==> src/rtl/ripple_seq_pkg.sv <==
// Shared constants for the byte-serial wide adder: chunk width, FSM
// encodings and a constant-evaluable ceiling-log2 for sizing counters.
package ripple_seq_pkg;

    localparam int CHUNK_W = 8;

    localparam logic [1:0] ST_IDLE = 2'd0;
    localparam logic [1:0] ST_RUN  = 2'd1;
    localparam logic [1:0] ST_DONE = 2'd2;

    // Smallest r with 2**r >= value; returns 0 for value <= 1.
    function automatic int clog2(input int value);
        int r;
        r = 0;
        while ((1 << r) < value) begin
            r = r + 1;
        end
        return r;
    endfunction

endpackage

==> src/rtl/ripple_adder.sv <==
// Plain ripple-carry adder slice; the sequencer reuses one instance for
// every byte of the wide operands.
module ripple_adder #(
    parameter int W = 8
) (
    input  logic [W-1:0] a,
    input  logic [W-1:0] b,
    input  logic         cin,
    output logic [W-1:0] sum,
    output logic         cout
);

    logic [W:0] carry;

    assign carry[0] = cin;

    // One full adder per bit, carry rippling from bit 0 upwards.
    generate
        for (genvar gi = 0; gi < W; gi++) begin : g_fa
            assign sum[gi]     = a[gi] ^ b[gi] ^ carry[gi];
            assign carry[gi+1] = (a[gi] & b[gi]) | (carry[gi] & (a[gi] ^ b[gi]));
        end
    endgenerate

    assign cout = carry[W];

endmodule

==> src/rtl/ripple_add_sequencer.sv <==
// Wide adder that streams WIDTH-bit operands through one 8-bit ripple
// slice, LSB byte first, with the inter-byte carry held in a flop.
// Valid/ready on both sides; one operation in flight at a time.
module ripple_add_sequencer #(
    parameter int WIDTH = 32
) (
    input  logic             clk,
    input  logic             rst,
    input  logic             in_valid,
    output logic             in_ready,
    input  logic [WIDTH-1:0] in_a,
    input  logic [WIDTH-1:0] in_b,
    input  logic             in_cin,
    output logic             out_valid,
    input  logic             out_ready,
    output logic [WIDTH-1:0] out_sum,
    output logic             out_cout,
    output logic             busy
);

    import ripple_seq_pkg::*;

    localparam int NUM_CHUNKS = WIDTH / CHUNK_W;
    // Keep the counter at least one bit wide so WIDTH=8 still elaborates.
    localparam int CNT_W = (clog2(NUM_CHUNKS) < 1) ? 1 : clog2(NUM_CHUNKS);
    localparam logic [CNT_W-1:0] LAST_CNT = CNT_W'(NUM_CHUNKS - 1);

    generate
        if ((WIDTH % CHUNK_W) != 0 || WIDTH < CHUNK_W) begin : g_bad_width
            $error("ripple_add_sequencer: WIDTH must be a positive multiple of 8");
        end
    endgenerate

    logic [1:0]       state_reg,  state_next;
    logic [WIDTH-1:0] opa_reg,    opa_next;
    logic [WIDTH-1:0] opb_reg,    opb_next;
    logic [WIDTH-1:0] result_reg, result_next;
    logic             carry_reg,  carry_next;
    logic [CNT_W-1:0] cnt_reg,    cnt_next;

    logic [CHUNK_W-1:0] slice_sum;
    logic               slice_cout;
    logic [WIDTH-1:0]   opa_shift;
    logic [WIDTH-1:0]   opb_shift;
    logic [WIDTH-1:0]   result_shift;

    ripple_adder #(
        .W (CHUNK_W)
    ) u_slice (
        .a    (opa_reg[CHUNK_W-1:0]),
        .b    (opb_reg[CHUNK_W-1:0]),
        .cin  (carry_reg),
        .sum  (slice_sum),
        .cout (slice_cout)
    );

    // Byte-wise shifts: operands drain from the bottom, sums enter at the
    // top so that after NUM_CHUNKS steps the result is fully aligned.
    generate
        if (NUM_CHUNKS == 1) begin : g_single
            assign opa_shift    = '0;
            assign opb_shift    = '0;
            assign result_shift = slice_sum;
        end else begin : g_multi
            assign opa_shift    = {{CHUNK_W{1'b0}}, opa_reg[WIDTH-1:CHUNK_W]};
            assign opb_shift    = {{CHUNK_W{1'b0}}, opb_reg[WIDTH-1:CHUNK_W]};
            assign result_shift = {slice_sum, result_reg[WIDTH-1:CHUNK_W]};
        end
    endgenerate

    // Next-state and datapath update for accept, per-byte add and drain.
    always_comb begin
        state_next  = state_reg;
        opa_next    = opa_reg;
        opb_next    = opb_reg;
        result_next = result_reg;
        carry_next  = carry_reg;
        cnt_next    = cnt_reg;
        case (state_reg)
            ST_IDLE: begin
                if (in_valid) begin
                    opa_next    = in_a;
                    opb_next    = in_b;
                    carry_next  = in_cin;
                    cnt_next    = '0;
                    result_next = '0;
                    state_next  = ST_RUN;
                end
            end
            ST_RUN: begin
                opa_next    = opa_shift;
                opb_next    = opb_shift;
                result_next = result_shift;
                carry_next  = slice_cout;
                cnt_next    = cnt_reg + CNT_W'(1);
                if (cnt_reg == LAST_CNT) begin
                    state_next = ST_DONE;
                end
            end
            ST_DONE: begin
                if (out_ready) begin
                    state_next = ST_IDLE;
                end
            end
            default: begin
                state_next = ST_IDLE;
            end
        endcase
    end

    // State and datapath registers; reset aborts any operation in flight.
    always_ff @(posedge clk or posedge rst) begin
        if (rst) begin
            state_reg  <= ST_IDLE;
            opa_reg    <= '0;
            opb_reg    <= '0;
            result_reg <= '0;
            carry_reg  <= 1'b0;
            cnt_reg    <= '0;
        end else begin
            state_reg  <= state_next;
            opa_reg    <= opa_next;
            opb_reg    <= opb_next;
            result_reg <= result_next;
            carry_reg  <= carry_next;
            cnt_reg    <= cnt_next;
        end
    end

    // in_ready depends only on state (and reset), never on out_ready.
    assign in_ready  = (state_reg == ST_IDLE) && !rst;
    assign out_valid = (state_reg == ST_DONE);
    // Gate the result so partial sums never leak out during RUN.
    assign out_sum   = out_valid ? result_reg : '0;
    assign out_cout  = out_valid & carry_reg;
    assign busy      = (state_reg == ST_RUN) || (state_reg == ST_DONE);

endmodule

==> config.mk <==
export PLATFORM = sky130hd
export DESIGN_NAME = ripple_add_sequencer
export DESIGN_NICKNAME = d
export VERILOG_FILES = /design/src/rtl/ripple_seq_pkg.sv /design/src/rtl/ripple_adder.sv /design/src/rtl/ripple_add_sequencer.sv
export SDC_FILE = /design/constraint.sdc
export NUM_CORES = 1
export LEC_CHECK = 0
export ABC_AREA = 1
export BUFFER_PORTS_ARGS = -buffer_cell sky130_fd_sc_hd__buf_2
export CORE_MARGIN = 8
export CORE_UTILIZATION = 55
export DETAILED_ROUTE_END_ITERATION = 8
export PLACE_DENSITY = 0.8
export SYNTH_ARGS = -nofsm -noshare
export SYNTH_HDL_FRONTEND = slang
export SYNTH_SLANG_ARGS = --single-unit
==> constraint.sdc <==
create_clock -name clk -period 4.75 [get_ports clk]
set_clock_uncertainty 0.05 [all_clocks]
set_input_delay 0.475 -clock clk [delete_from_list [all_inputs] [get_ports clk]]
set_output_delay 0.475 -clock clk [all_outputs]
set_load 0.02 [all_outputs]
### Word level (Yosys, flattened, before mapping)

Cells that the tools add are included.

| cells by class | value |
|---|---|
| add/sub/neg operators | 1 |
| equality and inequality tests | 6 |
| muxes and demuxes | 15 |
| bitwise operators | 41 |
| reductions and logical operators | 7 |

Operators by type and width:

| operator | number |
|---|---|
| $pmux 32 s2 | 3 |
| $mux 32 | 4 |
| $and 1x1->1 | 17 |
| $xor 1x1->1 | 16 |
| $mux 2 | 4 |
| $or 1x1->1 | 8 |
| $pmux 2 s3 | 1 |
| $eq 2x2->1 const B | 2 |
| $ne 2x2->1 const B | 2 |
| $pmux 2 s2 | 1 |
| $reduce_and 3->1 | 1 |
| $add 2x1->2 const B | 1 |
| $eq 2x1->1 const B | 1 |
| $logic_not 2->1 | 1 |
| $ne 2x1->1 const B | 1 |
| $pmux 1 s2 | 1 |
| $reduce_and 2->1 | 1 |
| $reduce_bool 2->1 | 1 |
| $logic_and 1x1->1 | 1 |
| $logic_not 1->1 | 1 |
| $logic_or 1x1->1 | 1 |
| $mux 1 | 1 |

| word-level totals | value |
|---|---|
| flip-flop bits (word level) | 101 |
| input bits | 69 |
| output and inout bits | 36 |
| word-level logic and storage cells | 76 |

### Longest topological paths before layout

Gate-level depths: netlist of the first run.

| logic depth | value |
|---|---|
| word-level depth | 18 |
| gate-level depth with buffers | 14 |
| depth with buffers taken out | 14 |

### By module

Synthesis of the first run repeated with hierarchy kept, for this count alone.

| second synthesis, totals | value |
|---|---|
| cell total of the unflattened synthesis | 695 |
| area, all modules | 5,272.6 um^2 |

Modules (own cells, without submodules):

| module | times used | cells each | area each (um^2) | seq. area each (um^2) |
|---|---|---|---|---|
| ripple_add_sequencer | 1 | 677 | 5,074.9 | 2,527.4 |
| ripple_adder | 1 | 18 | 197.7 | 0.0 |

### Worst setup path before layout of the first run

Ideal clock, no wire load.

| path | value |
|---|---|
| path type | reg-to-reg |
| start point | reg opa_reg[0] |
| end point | reg carry_reg |
| setup time | 65 ps |
| arrival | 3,292 ps |
| data required time | 4,635 ps |
| setup slack | 1,344 ps |
| cell stages (with the launch flop) | 15 |
| path buffers | 0 |
| period minus slack after synthesis | 3,406 ps |
| cell sequence | dfrtp_1 -> inv_1 -> fa_1 -> fa_1 -> fa_1 -> fa_1 -> fa_1 -> inv_1 -> fa_1 -> fa_1 -> inv_1 -> fa_1 -> o21ai_0 -> nand2_1 -> nand2_1 |

| between the ends | value |
|---|---|
| cells in the longest elaborated chain, start to end | 18 |
| elaborated cells on any way between the ends | 19 |
| those cells by class | mux (1); bitwise (18) |

Ends and longest elaborated chain:

| element | RTL line | text |
|---|---|---|
| from (decl) | ripple_add_sequencer.sv:35 | `logic [WIDTH-1:0] opa_reg, opa_next;` |
| from (signal assigned) | ripple_add_sequencer.sv:122 | `opa_reg <= opa_next;` |
| $xor 1x1->1 | ripple_adder.sv:21 | `assign carry[gi+1] = (a[gi] & b[gi]) \| (carry[gi] & (a[gi] ^ b[gi]));` |
| $and 1x1->1 | ripple_adder.sv:21 |  |
| $or 1x1->1 * | ripple_adder.sv:21 |  |
| $and 1x1->1 * | ripple_adder.sv:21 |  |
| $or 1x1->1 * | ripple_adder.sv:21 |  |
| $and 1x1->1 * | ripple_adder.sv:21 |  |
| $or 1x1->1 * | ripple_adder.sv:21 |  |
| $and 1x1->1 * | ripple_adder.sv:21 |  |
| [2 not listed] | -- |  |
| $or 1x1->1 * | ripple_adder.sv:21 |  |
| $and 1x1->1 * | ripple_adder.sv:21 |  |
| $or 1x1->1 * | ripple_adder.sv:21 |  |
| $and 1x1->1 * | ripple_adder.sv:21 |  |
| $or 1x1->1 * | ripple_adder.sv:21 |  |
| $and 1x1->1 * | ripple_adder.sv:21 |  |
| $or 1x1->1 * | ripple_adder.sv:21 |  |
| $pmux 1 s2 * | ripple_add_sequencer.sv:79 | `case (state_reg)` |
| to (signal assigned) | ripple_add_sequencer.sv:125 | `carry_reg <= carry_next;` |
| to (decl) | ripple_add_sequencer.sv:38 | `logic carry_reg, carry_next;` |

Mark *: on every way between the ends. The rest lies on a longest branch, timed or not.
A chain may end at the register's enable or synchronous reset.

### Worst setup path after layout of the first run

| path | value |
|---|---|
| start point | reg carry_reg |
| end point | reg carry_reg |

| between the ends | value |
|---|---|
| cells in the longest elaborated chain, start to end | 17 |

Ends and longest elaborated chain:

| element | RTL line |
|---|---|
| $and 1x1->1 | ripple_adder.sv:21 |
| $or 1x1->1 | ripple_adder.sv:21 |
| $and 1x1->1 | ripple_adder.sv:21 |
| $or 1x1->1 | ripple_adder.sv:21 |
| $and 1x1->1 | ripple_adder.sv:21 |
| $or 1x1->1 | ripple_adder.sv:21 |
| $and 1x1->1 | ripple_adder.sv:21 |
| $or 1x1->1 | ripple_adder.sv:21 |
| $and 1x1->1 | ripple_adder.sv:21 |
| $or 1x1->1 | ripple_adder.sv:21 |
| $and 1x1->1 | ripple_adder.sv:21 |
| $or 1x1->1 | ripple_adder.sv:21 |
| $and 1x1->1 | ripple_adder.sv:21 |
| $or 1x1->1 | ripple_adder.sv:21 |
| $and 1x1->1 | ripple_adder.sv:21 |
| $or 1x1->1 | ripple_adder.sv:21 |
| $pmux 1 s2 | ripple_add_sequencer.sv:79 |

Every way passes these cells.

==> run_results.csv, run 1 <==
group,metric,value,unit
sta,tns,0,ns
floorplan,dieArea,12800,sq um
grt,grt_usage,0.194,
clocking,cts_tree,"built",
sta,tightest_slew,1.19,ns
routing,first_pass_iters,5,
pwr,ir_worst_vdd,0.000435,V
yosys,ys_seq_elements,101,
status,status,"completed",
floorplan,placementRows,35,
finish,drive_above_1_share,0.168,
clocking,cts_hold_buf,0,
sta,slew_violations,0,
yosys,syn_area,5170,sq um
critical_path,worst_r2r_path_depth,14,
routing,vias,4617,
floorplan,start_util,0.562,
finish,n_fill_cell,850,
grt,grt_pass1_vias,4639,
sta,rsz0062_at_grt,"false",
place,place_congestion,0.784,
critical_path,crit_arrival,3.90,ns
critical_path,end_kind,"register",
sta,period_share,0.770,
grt,grt_pass1_wl,20700,um
finish,num_antenna_cells,0,
clocking,postCtsSetupRepairBufs,0,
sta,post-route-min-period,3.66,ns
clocking,clk_path_buf_depth,2,
clocking,numClockSinks,101,
worst_hold_path,hold_path_class,"input port to async pin",
yosys,avgSynthCellArea,7.52,sq um
floorplan,fp.dieH,113,um
clocking,clkLatencyLatePin,0.36,ns
critical_path,worstSetupStartpointType,"register",
yosys,ys_warn_count,0,
critical_path,r2r-end,"carry_reg",
clocking,clkTransAtPathRegs,0.10,ns
critical_path,required,5.00,ns
yosys,synthTopCellsByArea,"dfrtp_1, nand2_1, nand3_1",
floorplan,core,9200,sq um
critical_path,timing.rr.start,"carry_reg",
sta,timing.hold.ws,0.215,ns
routing,finalWirelength,12200,um
routing,drcViolationCount,0,
floorplan,die_w,113,um
yosys,synth_cell_types,18,
floorplan,io_pins,105,
sta,setup_violations,0,
clocking,cts-root-buf,"clkbuf_8",
yosys,syn_inst,688,
clocking,cts_made_buffers,9,
finish,final_cell_mix,"nand2_1, nand3_1, buf_2, dfrtp_1, inv_1",
yosys,yosysTopAreaCell,"dfrtp_1",
yosys,synth.top_cell.area_share,0.489,
critical_path,crit_fanout,3,
sta,fmax,274,MHz
sta,relSlewSlack,0.209,
routing,drt_iter0_markers,288,
place,dp_hpwl,8020,um
pwr,p_leak,3.59,nW
place,port-buffer-count,104,
finish,layout.nets,842,
yosys,synth_fp_nets,769,
finish,syn2layout_area_growth,12.6,%
routing,ant_nets,0,
run,drv_cap,0,
clocking,postCtsResizedCells,0,
sta,hold_viol,0,
grt,antenna_found_initial,0,
routing,wire_per_inst,13.9,um
routing,vias_per_cell,5.26,
yosys,yosysSeqAreaShare,0.489,
clocking,htree_levels,3,
grt,gr-total-overflow,0,
finish,final_common_cell,"nand2_1",
critical_path,rrSetupSlack,1.09,ns
pwr,powerDensity,617,nW/um^2
critical_path,path_class,"register to register",
grt,grt_max_degree,89,
==> cell usage after synthesis <==
cell type / count
dfrtp_1: 101
buf_1: 1
o21ai_1: 12
nor2_1: 1
clkbuf_1: 7
nand2_2: 3
buf_4: 8
nor2_4: 1
ha_1: 4
buf_6: 3
o21ai_0: 8
inv_2: 2
inv_1: 54
nand2_1: 331
fa_1: 8
buf_2: 27
nand4_1: 2
nand3_1: 115
==> logic make-up after synthesis <==
| kind of cell | synth area share |
|---|---|
| AND/OR/NAND/NOR | 0.361 |
| buffers and inverters | 0.0907 |
| AO/OA/AOI/OAI | 0.0194 |
| adder cells (fa/ha/maj) | 0.0406 |
| flip-flops | 0.489 |
==> power by group <==
group | internal, mW | switching, mW | total (mW)
combinational | 0.485 | 1.04 | 1.52
sequential | 1.25 | 0.228 | 1.48
clock | 0.313 | 0.282 | 0.596
==> critical path: stages (launching register included) <==
cell     delay (ns)
dfrtp_1        0.39
inv_1          0.07
fa_1           0.37
fa_1           0.39
fa_1           0.40
fa_1           0.39
fa_1           0.36
inv_1          0.07
fa_1           0.18
fa_1           0.16
inv_1          0.05
fa_1           0.35
o21ai_0        0.18
nand2_1        0.07
nand2_1        0.10
==> layer usage <==
layer / part of all wire / vias up / global-route usage / wire length (um)
li1: - / 2269 / - / -
met1: 0.44 / 2175 / 0.234 / 5360
met2: 0.48 / 157 / 0.338 / 5790
met3: 0.070 / 16 / 0.0442 / 852
met4: 0.015 / 0 / 0.0639 / 177
met5: 0 / - / 0 / 0
==> final cells by class <==
cell class / count / area (sq um) / share of cell area
flip-flops and latches: 101 / 2530 / 0.434
multi-input cells: 485 / 2180 / 0.374
repair buffers: 108 / 551 / 0.0945
inverters: 56 / 213 / 0.0365
clock buffers: 13 / 149 / 0.0256
well taps: 111 / 139 / 0.0238
clock inverters: 3 / 68.8 / 0.0118
==> per-stage QoR <==
step / setup slack (ns) / cells / total power [mW] / util / cell area, sq um
final: 1.09 / 877 / 3.59 / 0.633 / 5820
after global routing: 0.861 / 877 / 3.91 / 0.633 / 5820
after CTS: 1.09 / 877 / 3.62 / 0.633 / 5820
after detailed placement: 1.11 / 861 / 3.02 / 0.610 / 5610
after global placement: 1.20 / 861 / 2.95 / 0.610 / 5610
after floorplan: 1.34 / 688 / 2.70 / - / 5170
==> worst max path at each step <==
stage,start,to,slack (ns),depth (start not counted)
4_1_cts,carry_reg,carry_reg,1.09,14
5_1_grt,opa_reg[0],carry_reg,0.86,14
3_3_place_gp,opa_reg[0],carry_reg,1.20,14
6_report,carry_reg,carry_reg,1.09,14
3_5_place_dp,carry_reg,carry_reg,1.11,14
2_1_floorplan,opa_reg[0],carry_reg,1.34,14
Power figures use the tool's default switching activity.
==> run 2, diff against run 1 <==
Settings changed: ABC_AREA 1 to 0, CORE_UTILIZATION 55 to 54.
Clock period 4.75 ns to 3.7 ns, I/O delays scaled along.
==> run_results.csv, run 2 <==
group,metric,value,unit
critical_path,crit_fanout,2,
yosys,synth.top_cell.area_share,0.546,
pwr,finalPower,4.68,mW
routing,drcViolationCount,0,
yosys,synth_cell_types,23,
yosys,synth-compound-area-share,0.147,
clocking,cts-root-buf,"clkbuf_8",
yosys,avgSynthCellArea,11.3,sq um
yosys,synthSimpleGateAreaFrac,0.0995,
finish,final_cell_mix,"buf_2, dfrtp_1, nand2_1, mux2i_1, o21ai_0",
yosys,ys.flop_type,"dfrtp_1",
critical_path,endpoint,"carry_reg",
sta,hold_viol,0,
sta,rsz0062_at_grt,"false",
clocking,clkLatencyLatePin,0.35,ns
sta,period_share,0.950,
clocking,clk_path_buf_depth,2,
finish,drive_above_1_share,0.267,
grt,gr-total-overflow,0,
worst_hold_path,hold_path_class,"input port to async pin",
clocking,numClockSinks,101,
routing,first_pass_iters,4,
yosys,syn_inst,411,
yosys,synth_fp_nets,492,
routing,vias,3160,
finish,final_cell_count_no_fill,611,
yosys,syn_area,4630,sq um
place,place_congestion,0.731,
grt,antenna_found_initial,1,
clocking,postCtsResizedCells,0,
yosys,yosysSeqAreaShare,0.546,
sta,post-route-min-period,3.52,ns
floorplan,start_util,0.561,
yosys,ys_top_cells_by_count,"dfrtp_1, nand2_1, mux2i_1, o21ai_0, a22o_1",
critical_path,path_class,"register to register",
yosys,async_flop_share,1.00,
critical_path,required,3.93,ns
grt,grt_usage,0.163,
yosys,synth_mux_area_frac,0.109,
routing,wire_per_inst,15.1,um
critical_path,worstSetupStartpointType,"register",
yosys,synthAdderAreaFrac,0.0454,
critical_path,worst_r2r_path_depth,14,
yosys,synth_xor_area_frac,0,
pwr,ir_worst_vdd,0.000554,V
finish,n_fill_cell,671,
finish,final_common_cell,"buf_2",
yosys,ys_seq_elements,101,
critical_path,cp-startpoint,"opa_reg[0]",
critical_path,cp_slowest_cell,"fa_1",
place,dp_hpwl,6700,um
critical_path,r2r-end,"carry_reg",
status,status,"completed",
place,dp.cells,595,
sta,tns,0,ns
floorplan,core,8260,sq um
finish,layout.nets,582,
critical_path,cp_slowest_stage_delay,0.39,ns
clocking,cts_tree,"built",
finish,final_util,0.654,
critical_path,rrSetupSlack,0.18,ns
routing,finalWirelength,9260,um
yosys,synthTopCellsByArea,"dfrtp_1, mux2i_1, a22o_1",
run,drv_cap,0,
finish,multi_input_area,1890,sq um
critical_path,crit_arrival,3.74,ns
critical_path,timing.rr.start,"opa_reg[0]",
sta,relSlewSlack,0.373,
floorplan,fp.dieH,109,um
grt,grt_pass1_wl,15500,um
grt,grt_max_degree,99,
sta,tightest_slew,0.941,ns
critical_path,end_kind,"register",
finish,regArea,2530,sq um
floorplan,dieArea,11800,sq um
yosys,ys_warn_count,0,
yosys,synth_edf_count,0,
pwr,powerDensity,866,nW/um^2
floorplan,die_w,109,um
clocking,cts_made_buffers,9,
sta,setup_violations,0,
finish,num_antenna_cells,0,
yosys,synth_top_family_by_area,"compound AO/OA/AOI/OAI gates",
yosys,synth_most_common_cell,"dfrtp_1",
floorplan,io_pins,105,
finish,syn2layout_area_growth,16.6,%
sta,timing.hold.ws,0.0992,ns
place,port-buffer-count,104,
pwr,p_leak,2.76,nW
critical_path,crit_path_cell_trace,"inv_1 > fa_2 > fa_2 > fa_1 > fa_2 > fa_1 > inv_1 > fa_2 > fa_1 > inv_1 > fa_1 > nor2b_1 > a21oi_1 > o21ai_1",
routing,ant_nets,0,
yosys,yosysTopAreaCell,"dfrtp_1",
grt,grt_pass1_vias,3298,
clocking,clkTransAtPathRegs,0.09,ns
clocking,htree_levels,3,
clocking,cts_hold_buf,0,
sta,slew_violations,0,
floorplan,placementRows,33,
clocking,postCtsSetupRepairBufs,0,
sta,fmax,284,MHz
routing,drt_iter0_markers,159,
routing,vias_per_cell,5.17,
-- run 2: cell types whose count changed after synthesis, moves of 34 or more --
cell | previous run | this run
inv_1 | 54 | 18
and2_1 | 0 | 34
a22o_1 | 0 | 43
nand2_1 | 331 | 57
mux2i_1 | 0 | 48
o21ai_0 | 8 | 47
nand3_1 | 115 | 0
-- run 2: metal layers --
metal	GRT usage	vias up	wire, um
met2	0.258	77	4370
met3	0.0458	10	619
li1	-	1586	-
met5	0	-	8
met4	0.0469	2	77
met1	0.216	1485	4180
-- run 2: worst max-delay path: cells and delay by family (launching register included) --
| family | cells | cell delay [ns] |
|---|---|---|
| adder cells (fa/ha/maj) | 8 | 2.55 |
| flip-flops | 1 | 0.37 |
| buffers and inverters | 3 | 0.21 |
| AO/OA/AOI/OAI | 2 | 0.15 |
| AND/OR/NAND/NOR | 1 | 0.11 |
-- run 2: cell families after synthesis --
kind of cell             after synthesis
AO/OA/AOI/OAI                        103
flip-flops                           101
AND/OR/NAND/NOR                       96
multiplexers                          50
buffers and inverters                 49
adder cells (fa/ha/maj)               12
-- run 2: worst min path at each step --
stage               slack, ns     endpoint  cells past startpoint
floorplan                0.40  opa_reg[16]                      2
global placement         0.41   opa_reg[8]                      2
detailed placement       0.42  opb_reg[15]                      2
CTS                      0.12  opa_reg[23]                      2
global route             0.16  opa_reg[23]                      2
finish                    0.1  opa_reg[23]                      2
-- run 2: layout make-up --
cell class / count / area share
repair buffers: 109 / 0.106
clock buffers: 10 / 0.0255
inverters: 19 / 0.0137
well taps: 105 / 0.0243
clock inverters: 6 / 0.0127
flip-flops and latches: 101 / 0.468
multi-input cells: 261 / 0.350
-- run 2: power by group --
part / total, mW / switching, mW / internal (mW)
Sequential: 1.88 / 0.284 / 1.59
Combinational: 2.09 / 1.21 / 0.882
Clock: 0.710 / 0.374 / 0.336
-- run 2: stage by stage --
step	area, sq um	setup slack, ns
6_report	5400	0.185
5_1_grt	5400	0.0397
4_1_cts	5390	0.0261
3_5_place_dp	5180	0.0689
3_3_place_gp	5180	0.171
2_1_floorplan	4630	0.271
==> run 3, diff against run 2 <==
==> constraint.sdc (replaced) <==
create_clock -name clk -period 3.7 [get_ports clk]
set_clock_uncertainty 0.05 [all_clocks]
set_input_delay 0.74 -clock clk [delete_from_list [all_inputs] [get_ports clk]]
set_output_delay 0.74 -clock clk [all_outputs]
set_load 0.02 [all_outputs]
==> run_results.csv, run 3 (synthesis results as in run 2) <==
group,metric,value,unit
run,drv_cap,0,
clocking,cts-root-buf,"clkbuf_8",
routing,first_pass_iters,4,
place,port-buffer-count,104,
finish,layout.nets,583,
floorplan,io_pins,105,
grt,grt_max_degree,94,
grt,grt_util_met3,0.0518,
floorplan,die_w,109,um
routing,wire_per_inst,16.0,um
sta,timing.final.ws_setup,0.0961,ns
floorplan,start_util,0.561,
critical_path,worstSetupStartpointType,"register",
routing,vias_per_cell,5.31,
finish,final_util,0.654,
floorplan,dieArea,11800,sq um
routing,drcViolationCount,0,
sta,setup_violations,0,
critical_path,cp-startpoint,"opa_reg[0]",
status,status,"completed",
critical_path,endpoint,"carry_reg",
clocking,cts_tree,"built",
critical_path,cp_slowest_cell,"fa_2",
routing,finalWirelength,9780,um
finish,final_cell_mix,"buf_2, dfrtp_1, nand2_1, mux2i_1, o21ai_0",
clocking,cts_made_buffers,9,
finish,final_cell_count_no_fill,612,
critical_path,crit_fanout,2,
clocking,clk_path_buf_depth,2,
finish,final_common_cell,"buf_2",
grt,grt_pass1_wl,16000,um
critical_path,crit_path_cell_trace,"inv_1 > fa_2 > fa_2 > fa_1 > fa_1 > fa_1 > inv_1 > fa_2 > fa_1 > inv_1 > fa_1 > nor2b_1 > a21oi_1 > o21ai_1",
place,dpl_cell_area,5180,sq um
critical_path,critical_path.most_common_cell,"fa_1",
sta,slew_violations,0,
critical_path,required,3.94,ns
routing,drt_iter0_markers,119,
critical_path,crit_arrival,3.84,ns
worst_hold_path,hold_path_class,"register to register",
pwr,ir_worst_vdd,0.000537,V
place,dp.cells,595,
grt,grtUsageMet1,0.220,
routing,ant_nets,0,
clocking,clkLatencyLatePin,0.37,ns
critical_path,timing.rr.start,"opa_reg[0]",
clocking,htree_levels,3,
place,place_congestion,0.774,
sta,relSlewSlack,0.375,
grt,antenna_found_initial,1,
sta,tightest_slew,0.937,ns
finish,syn2layout_area_growth,16.6,%
critical_path,cp_slowest_stage_delay,0.40,ns
sta,fmax,277,MHz
routing,vias,3249,
sta,hold_viol,0,
sta,period_share,0.974,
clocking,numClockSinks,101,
grt,grt_usage,0.168,
grt,grt_pass1_vias,3352,
finish,drive_above_1_share,0.264,
pwr,p_leak,2.76,nW
critical_path,r2r-end,"carry_reg",
place,dp_hpwl,6940,um
critical_path,path_class,"register to register",
grt,busiest_layer,"met2",
sta,timing.hold.ws,0.436,ns
critical_path,rrSetupSlack,0.1,ns
pwr,finalPower,4.73,mW
critical_path,end_kind,"register",
critical_path,worst_r2r_path_depth,14,
pwr,powerDensity,877,nW/um^2
grt,gr-total-overflow,0,
floorplan,placementRows,33,
sta,tns,0,ns
clocking,clkTransAtPathRegs,0.09,ns
floorplan,core,8260,sq um
finish,final_area,5400,sq um
place,dp_slack,0.0572,ns
sta,post-route-min-period,3.60,ns
grt,use_met2,0.265,
floorplan,fp.dieH,109,um
finish,num_antenna_cells,0,
run 3: worst min path at each step:
| stage | to | from | slack [ns] | cells past startpoint |
|---|---|---|---|---|
| 2_1_floorplan | opa_reg[16] | opa_reg[16] | 0.40 | 2 |
| 3_3_place_gp | opa_reg[16] | opa_reg[16] | 0.41 | 2 |
| 3_5_place_dp | opb_reg[11] | opb_reg[11] | 0.42 | 2 |
| 4_1_cts | opb_reg[1] | opb_reg[1] | 0.44 | 2 |
| 5_1_grt | opb_reg[1] | opb_reg[1] | 0.45 | 2 |
| 6_report | opb_reg[1] | opb_reg[1] | 0.44 | 2 |
run 3: report_power, final:
group / switching, mW / leakage (nW) / internal (mW)
sequential: 0.287 / 1.30 / 1.59
clock: 0.376 / 0.0959 / 0.333
combinational: 1.24 / 1.36 / 0.898
run 3: routing by layer:
layer | vias to the layer above | part of all wire
li1 | 1588 | -
met1 | 1568 | 0.45
met2 | 82 | 0.47
met3 | 9 | 0.069
met4 | 2 | 0.0096
met5 | - | 0.00082
run 3: layout make-up:
cell class	instances	area, sq um
clock buffers	11	141
clock inverters	5	58.8
repair buffers	110	578
multi-input cells	261	1890
well taps	105	131
fillers	659	2860
flip-flops and latches	101	2530
inverters	19	73.8
run 3: critical path, delay by kind of cell, from the launching register on:
| kind | cells | cell delay, ns |
|---|---|---|
| fa+ha+maj | 8 | 2.61 |
| flops | 1 | 0.36 |
| buf+inv | 3 | 0.20 |
| compound gates | 2 | 0.19 |
| simple gates | 1 | 0.12 |
run 3: repair_timing:
action / in CTS / in global routing
setup buffers: 0 / 1
hold buffers: 0 / 0
endpoints found under the setup margin: 0 / 2
gates resized for setup: 0 / 3
